$ cat src/rtl/issue_queue_if.sv
// Issue queue bus: Rename push side, RF pop side, writeback wakeup broadcast
// and occupancy. The queue itself uses the slave modport.
interface issue_queue_if #(
  parameter int RENISS_WIDTH = 137,
  parameter int CNTW         = 4
);
  logic                    push_valid;
  logic [RENISS_WIDTH-1:0] push_data;
  logic                    IQ_stall_OUT;
  logic                    IQ_full_OUT;
  logic [RENISS_WIDTH-1:0] IQ_popData_OUT;
  logic                    IQ_LSQ_pop;
  logic                    write_register_flag;
  logic [5:0]              write_register_index;
  logic [CNTW-1:0]         count_OUT;

  modport master (
    output push_valid, push_data, IQ_LSQ_pop, write_register_flag, write_register_index,
    input  IQ_stall_OUT, IQ_full_OUT, IQ_popData_OUT, count_OUT
  );

  modport slave (
    input  push_valid, push_data, IQ_LSQ_pop, write_register_flag, write_register_index,
    output IQ_stall_OUT, IQ_full_OUT, IQ_popData_OUT, count_OUT
  );
endinterface

$ cat src/rtl/issue_queue.sv
// Out-of-order issue queue: compacting age-ordered array (slot 0 oldest),
// oldest-ready select, writeback wakeup, one push and one pop per cycle.
// Optional feature macro IQ_PUSH_WAKEUP_EN: wake the sources of the entry
// being pushed against the writeback broadcast of the same cycle.
module issue_queue #(
  parameter int RENISS_WIDTH = 137,
  parameter int DEPTH        = 8,
  parameter int CNTW         = 4
) (
  input  logic         CLK,
  input  logic         RESET,
  input  logic         FREEZE,
  input  logic         IQ_flush,
  issue_queue_if.slave iq
);
  localparam int S1P = 76;
  localparam int S1R = 82;
  localparam int S2P = 83;
  localparam int S2R = 89;

  typedef logic [RENISS_WIDTH-1:0] entry_t;

  entry_t          mem_q [DEPTH];
  entry_t          mem_d [DEPTH];
  entry_t          woke  [DEPTH];
  logic [CNTW-1:0] cnt_q, cnt_d, sel_idx, wr_idx;
  logic            sel_found, pop_acc, push_acc, stall;
  entry_t          sel_data, push_word;

  assign stall    = (cnt_q == CNTW'(DEPTH));
  assign pop_acc  = iq.IQ_LSQ_pop & sel_found & ~FREEZE;
  assign push_acc = iq.push_valid & ~stall & ~FREEZE;
  // A same-edge pop compacts the array, so the new entry lands one slot lower.
  assign wr_idx   = cnt_q - {{(CNTW-1){1'b0}}, pop_acc};

  assign iq.IQ_stall_OUT   = stall;
  assign iq.IQ_full_OUT    = sel_found;
  assign iq.IQ_popData_OUT = sel_data;
  assign iq.count_OUT      = cnt_q;

  // Select the oldest valid entry whose sources are both ready.
  always_comb begin
    sel_found = 1'b0;
    sel_idx   = '0;
    sel_data  = '0;
    for (int i = DEPTH-1; i >= 0; i--) begin
      if (CNTW'(i) < cnt_q && mem_q[i][S1R] && mem_q[i][S2R]) begin
        sel_found = 1'b1;
        sel_idx   = CNTW'(i);
        sel_data  = mem_q[i];
      end
    end
  end

  // Entry written on push, optionally woken by the same-cycle broadcast.
  always_comb begin
    push_word = iq.push_data;
`ifdef IQ_PUSH_WAKEUP_EN
    if (iq.write_register_flag) begin
      if (iq.push_data[S1P +: 6] == iq.write_register_index) push_word[S1R] = 1'b1;
      if (iq.push_data[S2P +: 6] == iq.write_register_index) push_word[S2R] = 1'b1;
    end
`endif
  end

  // Wakeup of stored valid entries; invalid slots stay all-zero.
  always_comb begin
    for (int i = 0; i < DEPTH; i++) begin
      woke[i] = mem_q[i];
      if (iq.write_register_flag && CNTW'(i) < cnt_q) begin
        if (mem_q[i][S1P +: 6] == iq.write_register_index) woke[i][S1R] = 1'b1;
        if (mem_q[i][S2P +: 6] == iq.write_register_index) woke[i][S2R] = 1'b1;
      end
    end
  end

  // Next array: compact over the popped slot, append push, flush wins.
  always_comb begin
    for (int i = 0; i < DEPTH-1; i++)
      mem_d[i] = (pop_acc && CNTW'(i) >= sel_idx) ? woke[i+1] : woke[i];
    mem_d[DEPTH-1] = pop_acc ? '0 : woke[DEPTH-1];
    for (int i = 0; i < DEPTH; i++)
      if (push_acc && CNTW'(i) == wr_idx) mem_d[i] = push_word;
    cnt_d = cnt_q + {{(CNTW-1){1'b0}}, push_acc} - {{(CNTW-1){1'b0}}, pop_acc};
    if (IQ_flush) begin
      for (int i = 0; i < DEPTH; i++) mem_d[i] = '0;
      cnt_d = '0;
    end
  end

  // State register; reset clears entries and count immediately.
  always_ff @(posedge CLK or negedge RESET) begin
    if (!RESET) begin
      cnt_q <= '0;
      for (int i = 0; i < DEPTH; i++) mem_q[i] <= '0;
    end else begin
      cnt_q <= cnt_d;
      for (int i = 0; i < DEPTH; i++) mem_q[i] <= mem_d[i];
    end
  end
endmodule

$ cat src/flat_wrapper.sv
// flat-port wrapper written by rule: the top's interface ports become plain ports
module issue_queue_flat 
#(
  parameter int RENISS_WIDTH = 137,
  parameter int DEPTH        = 8,
  parameter int CNTW         = 4
)
  (CLK, RESET, FREEZE, IQ_flush, iq_push_valid, iq_push_data, iq_IQ_LSQ_pop, iq_write_register_flag, iq_write_register_index, iq_IQ_stall_OUT, iq_IQ_full_OUT, iq_IQ_popData_OUT, iq_count_OUT);
  issue_queue_if #(.RENISS_WIDTH(RENISS_WIDTH), .CNTW(CNTW)) iq_i ();
  input  logic CLK;
  input  logic RESET;
  input  logic FREEZE;
  input  logic IQ_flush;
  input wire logic [$bits(iq_i.push_valid)-1:0] iq_push_valid;
  input wire logic [$bits(iq_i.push_data)-1:0] iq_push_data;
  input wire logic [$bits(iq_i.IQ_LSQ_pop)-1:0] iq_IQ_LSQ_pop;
  input wire logic [$bits(iq_i.write_register_flag)-1:0] iq_write_register_flag;
  input wire logic [$bits(iq_i.write_register_index)-1:0] iq_write_register_index;
  output wire logic [$bits(iq_i.IQ_stall_OUT)-1:0] iq_IQ_stall_OUT;
  output wire logic [$bits(iq_i.IQ_full_OUT)-1:0] iq_IQ_full_OUT;
  output wire logic [$bits(iq_i.IQ_popData_OUT)-1:0] iq_IQ_popData_OUT;
  output wire logic [$bits(iq_i.count_OUT)-1:0] iq_count_OUT;
  assign iq_i.push_valid = iq_push_valid;
  assign iq_i.push_data = iq_push_data;
  assign iq_i.IQ_LSQ_pop = iq_IQ_LSQ_pop;
  assign iq_i.write_register_flag = iq_write_register_flag;
  assign iq_i.write_register_index = iq_write_register_index;
  assign iq_IQ_stall_OUT = iq_i.IQ_stall_OUT;
  assign iq_IQ_full_OUT = iq_i.IQ_full_OUT;
  assign iq_IQ_popData_OUT = iq_i.IQ_popData_OUT;
  assign iq_count_OUT = iq_i.count_OUT;
  issue_queue #(.RENISS_WIDTH(RENISS_WIDTH), .DEPTH(DEPTH), .CNTW(CNTW)) u_core (.CLK(CLK), .RESET(RESET), .FREEZE(FREEZE), .IQ_flush(IQ_flush), .iq(iq_i));
endmodule
$ cat config.mk
export PLATFORM = sky130hd
export DESIGN_NAME = issue_queue_flat
export DESIGN_NICKNAME = d
export VERILOG_FILES = /design/src/rtl/issue_queue_if.sv /design/src/rtl/issue_queue.sv /design/src/flat_wrapper.sv
export SDC_FILE = /design/constraint.sdc
export NUM_CORES = 2
export LEC_CHECK = 0
export BUFFER_PORTS_ARGS = -buffer_cell sky130_fd_sc_hd__buf_2
export CAP_MARGIN = 30
export CORE_MARGIN = 3
export CORE_UTILIZATION = 45
export DETAILED_ROUTE_END_ITERATION = 10
export HOLD_SLACK_MARGIN = 0.05
export PLACE_DENSITY = 0.57
export SYNTH_ARGS = -nofsm -noshare
export SYNTH_HDL_FRONTEND = slang
export SYNTH_SLANG_ARGS = --single-unit
$ cat constraint.sdc
create_clock -name CLK -period 5.3 [get_ports CLK]
set_input_delay 0.265 -clock CLK [delete_from_list [all_inputs] [get_ports CLK]]
set_output_delay 0.265 -clock CLK [all_outputs]
set_load 0.01 [all_outputs]
==> parameters.txt <==
Parameter                              Value

STA
  Tightest hold margin ... 98.7 ps
  Fin. max-slew vios ... 59
  Final-layout setup total negative slack ... 0 ps
  Fraction of the cycle the final worst path needs ... 94.8%
  Unrepaired setup endpoints after global routing ... false
  Worst Skew ... 39.1 ps
  Post-layout min period ... 5030 ps
  Upper clock frequency limit ... 0.199 GHz
  Hold Violations, Final ... 0
  Max_slew headroom ... -3.42%
  Setup violations, final ... 0
  Worst-margin pin slew ... 1550 ps

Pwr
  Comb pwr share ... 10.7%
  Power density cells ... 290 nW/um2
  Leakage ... 29.0 nW
  Seq pwr share ... 43.5%
  Max rail drop VDD ... 247 uV
  Sw Ratio ... 27.7%
  Clock network fraction of total power ... 45.8%
  Power dissipated by switching net loads ... 5.71 mW
  Pint ... 14.9 mW

Critical path
  Critical setup path kind ... register to primary output
  Worst EP arrival ... 4760 ps
  Type of destination of the critical path ... primary output
  Largest fanout of any net on the critical path ... 50
  Startpoint class of the critical path ... register
  Worst Path Required ... 5040 ps

Synthesis
  Share of the yosys chip area belonging to registers ... 43.9%
  Fraction of post-synthesis cell area in the top cell type by area ... 43.9%
  Most area-consuming cells after synthesis ... sky130_fd_sc_hd__dfrtp_1, sky130_fd_sc_hd__mux2i_1, sky130_fd_sc_hd__a311oi_1, sky130_fd_sc_hd__nand2_1, sky130_fd_sc_hd__a211oi_1
  Syn_area_per_cell ... 9.28 um2
  Async set or reset register ratio after synthesis ... 100%
  XOR/XNOR Fraction of Synth Area ... 1.40%
  Cell area after synthesis ... 62700 um2
  Mux share of post-synthesis cell area ... 8.71%
  Post-Synth Adder-Cell Area ... 0.211%
  Number of library cell types mapped by synthesis ... 52
  Cell type with the highest aggregate area in the netlist ... sky130_fd_sc_hd__dfrtp_1
  Post-synth net total ... 6920
  Post-synth EDFFs ... 0
  Number of synthesized register bits ... 1100
  Most used flip-flop cell after synthesis ... sky130_fd_sc_hd__dfrtp_1
  Main combinational cell family by area after synthesis ... compound AO/OA/AOI/OAI gates
  Count of synthesis-stage warnings from yosys ... 0
  Simple logic cell fraction of the synthesized area ... 15.3%
  Synth Area in Compound Gates ... 24.1%
  Post-synthesis instance total ... 6760

Clock network
  Post-CTS clock slew at the launch and capture registers of the worst setup and hold paths ... 70 ps
  Number of H-tree levels ... 4
  Buffer depth of the longest clock path ... 3
  Clock latency reported for the late side of the worst-skew pair ... 790 ps
  Clock root buffer ... sky130_fd_sc_hd__clkbuf_16
  CTS tree ... done
  TritonCTS buffer count ... 134
  # clock sinks ... 1100
  Post-CTS Repair Setup Buffers ... 0

GRT
  Via count of the first global-routing pass ... 57600
  Number of antenna violations at the first check in global routing ... 17
  Wire length of the first global-routing pass ... 376 mm
  Residual overflow from global routing ... 0
  Maximum number of pins on one net before global-route repair ... 180
  Total track usage ... 33.7%

Die
  Core outline area ... 138000 um2
  Starting utilization of the core area ... 45.5%
  Number of placement rows ... 136
  Die H ... 379 um
  Area of the die ... 144000 um2
  Number of top-level pins ... 293
  Width of the chip ... 379 um

Route
  Number of search-and-repair iterations in the first detailed-routing pass ... 8
  Post-route DRC ... 0
  Remaining antenna violation count after routing ... 0
  Drt via density ... 6.80
  Vias ... 58300
  Routed wire length ... 247 mm
  Initial drt markers ... 6569
  Average routed wire per standard cell ... 28.9 um

Outcome
  Status ... complete, but fails checks
  Violated checks ... slew limit

Placed design
  Placed wire-length estimate ... 137 mm
  Port Buf Inserts ... 292
  Final GP Congestion ... 0.876

Finish
  Final nets ... 6755
  Util after Layout ... 51.6%
  Share of cells above drive strength 1 ... 10.8%
  Area Growth Syn to Fin ... 13.5%

Flow run
  Number of violations of the max-capacitance limit ... 0

Hold path
  Worst hold path type ... input port to async pin
==> critical path: stages, from the launching register on <==
cell                       delay (ps)
sky130_fd_sc_hd__dfrtp_1          460
sky130_fd_sc_hd__inv_1            160
sky130_fd_sc_hd__ha_1             350
sky130_fd_sc_hd__or3b_4           470
sky130_fd_sc_hd__a32oi_4          270
sky130_fd_sc_hd__buf_6            500
sky130_fd_sc_hd__buf_6            530
sky130_fd_sc_hd__o211ai_1         160
sky130_fd_sc_hd__o21ai_0          730
sky130_fd_sc_hd__buf_2            270
==> area by class of cell <==
class	count	area (um2)
multi-input combinational	4742	31500
clock buffer	206	4070
tap	1863	2330
inverter	7	26.3
sequential	1100	27500
fill	12700	66800
clock inverter	36	362
timing repair buffer	610	5330
antenna	8	20.0
==> sequential cells by signal (all words and copies together), names as in the netlist <==
signal / count
u_core.iq.count_OUT: 4
u_core.mem_q: 1096
==> metrics by stage <==
stage	total power [mW]	setup slack, ps	std cells	cell area [um2]
after floorplan	10.2	836	6760	62700
after global placement	11.2	588	8179	65300
after detailed placement	11.2	514	8181	65300
after CTS	20.7	141	8562	71100
after global routing	21.2	79.0	8567	71200
final	20.6	274	8572	71200
==> path summary, 6_finish.rpt <==
kind,start,to,slack (ps),depth (start not counted)
max,u_core.iq.count_OUT[2]$_DFF_PN0_,iq_IQ_popData_OUT[94],270,9
min,RESET,u_core.mem_q[1069]$_DFFE_PN0P_,100,2
max reg2reg,u_core.iq.count_OUT[2]$_DFF_PN0_,u_core.mem_q[407]$_DFFE_PN0P_,370,15
min reg2reg,u_core.mem_q[879]$_DFFE_PN0P_,u_core.mem_q[1016]$_DFFE_PN0P_,540,2
max in group asynchronous,RESET,u_core.mem_q[988]$_DFFE_PN0P_,3630,4
min in group CLK,iq_write_register_flag,u_core.mem_q[1048]$_DFFE_PN0P_,160,5
==> power by group through the flow <==
stage	clock [mW]	combinational (mW)	sequential [mW]
2_1_floorplan	0	1.20	9.04
3_3_place_gp	0	2.07	9.10
3_5_place_dp	0	2.09	9.10
4_1_cts	9.55	2.19	8.96
5_1_grt	9.86	2.38	9.00
6_report	9.45	2.22	8.97
==> Yosys cell counts, types with 5 or more instances <==
| cell | count |
|---|---|
| sky130_fd_sc_hd__nor2_1 | 562 |
| sky130_fd_sc_hd__o211ai_1 | 403 |
| sky130_fd_sc_hd__o2bb2ai_1 | 270 |
| sky130_fd_sc_hd__or3_1 | 134 |
| sky130_fd_sc_hd__xor2_1 | 62 |
| sky130_fd_sc_hd__and2_1 | 10 |
| sky130_fd_sc_hd__and3b_1 | 5 |
| sky130_fd_sc_hd__dfrtp_1 | 1100 |
| sky130_fd_sc_hd__nand4_1 | 140 |
| sky130_fd_sc_hd__clkbuf_1 | 572 |
| sky130_fd_sc_hd__nand2b_1 | 11 |
| sky130_fd_sc_hd__o21ai_0 | 138 |
| sky130_fd_sc_hd__xnor2_1 | 38 |
| sky130_fd_sc_hd__o22ai_1 | 6 |
| sky130_fd_sc_hd__a21oi_1 | 142 |
| sky130_fd_sc_hd__a311oi_1 | 404 |
| sky130_fd_sc_hd__nand2_1 | 825 |
| sky130_fd_sc_hd__nand3_1 | 141 |
| sky130_fd_sc_hd__clkbuf_2 | 107 |
| sky130_fd_sc_hd__o311ai_0 | 6 |
| sky130_fd_sc_hd__buf_1 | 34 |
| sky130_fd_sc_hd__a41o_1 | 14 |
| sky130_fd_sc_hd__mux2i_1 | 546 |
| sky130_fd_sc_hd__and3_1 | 138 |
| sky130_fd_sc_hd__a32o_1 | 137 |
| sky130_fd_sc_hd__nor3_1 | 144 |
| sky130_fd_sc_hd__inv_1 | 7 |
| sky130_fd_sc_hd__a211oi_1 | 405 |
| sky130_fd_sc_hd__nor4_1 | 16 |
| sky130_fd_sc_hd__buf_2 | 155 |
| sky130_fd_sc_hd__buf_4 | 27 |
| sky130_fd_sc_hd__buf_6 | 14 |
| sky130_fd_sc_hd__ha_1 | 9 |
==> timing repair <==
item / CTS / global route
endpoints found under the hold margin: 1161 / 0
resized for setup: 1 / 2
endpoints found under the setup margin: 2 / 4
pin swaps: 0 / 0
hold buffers: 139 / 0
==> cells by family after synthesis <==
logic type,Yosys count
simple gates,2142
mux,546
xor+xnor,100
buf+inv,918
compound gates,1944
fa+ha+maj,10
flops,1100
==> cell usage in the layout (no fill, tap or decap), drive strengths merged, types with 137 or more instances in the layout <==
cell type and count:
a21oi 142, a32o 137, dfrtp 1100, nor3 144, clkbuf 206, o21ai 140, dlygate4sd3 139, mux2i 546
o2bb2ai 270, a311oi 404, and3 138, a211oi 405, nand4 141, nand2 825, nor2 562, nand3 141
buf 471, o211ai 403
==> routing by layer <==
| layer | global-route usage, % | share of wire (%) |
|---|---|---|
| met1 | 47.8 | 43 |
| met3 | 7.41 | 9.2 |
| met4 | 11.0 | 2.8 |
| met2 | 50.9 | 44 |
| met5 | 0 | 0.019 |
No activity file was read; power rests on OpenSTA's default activity.
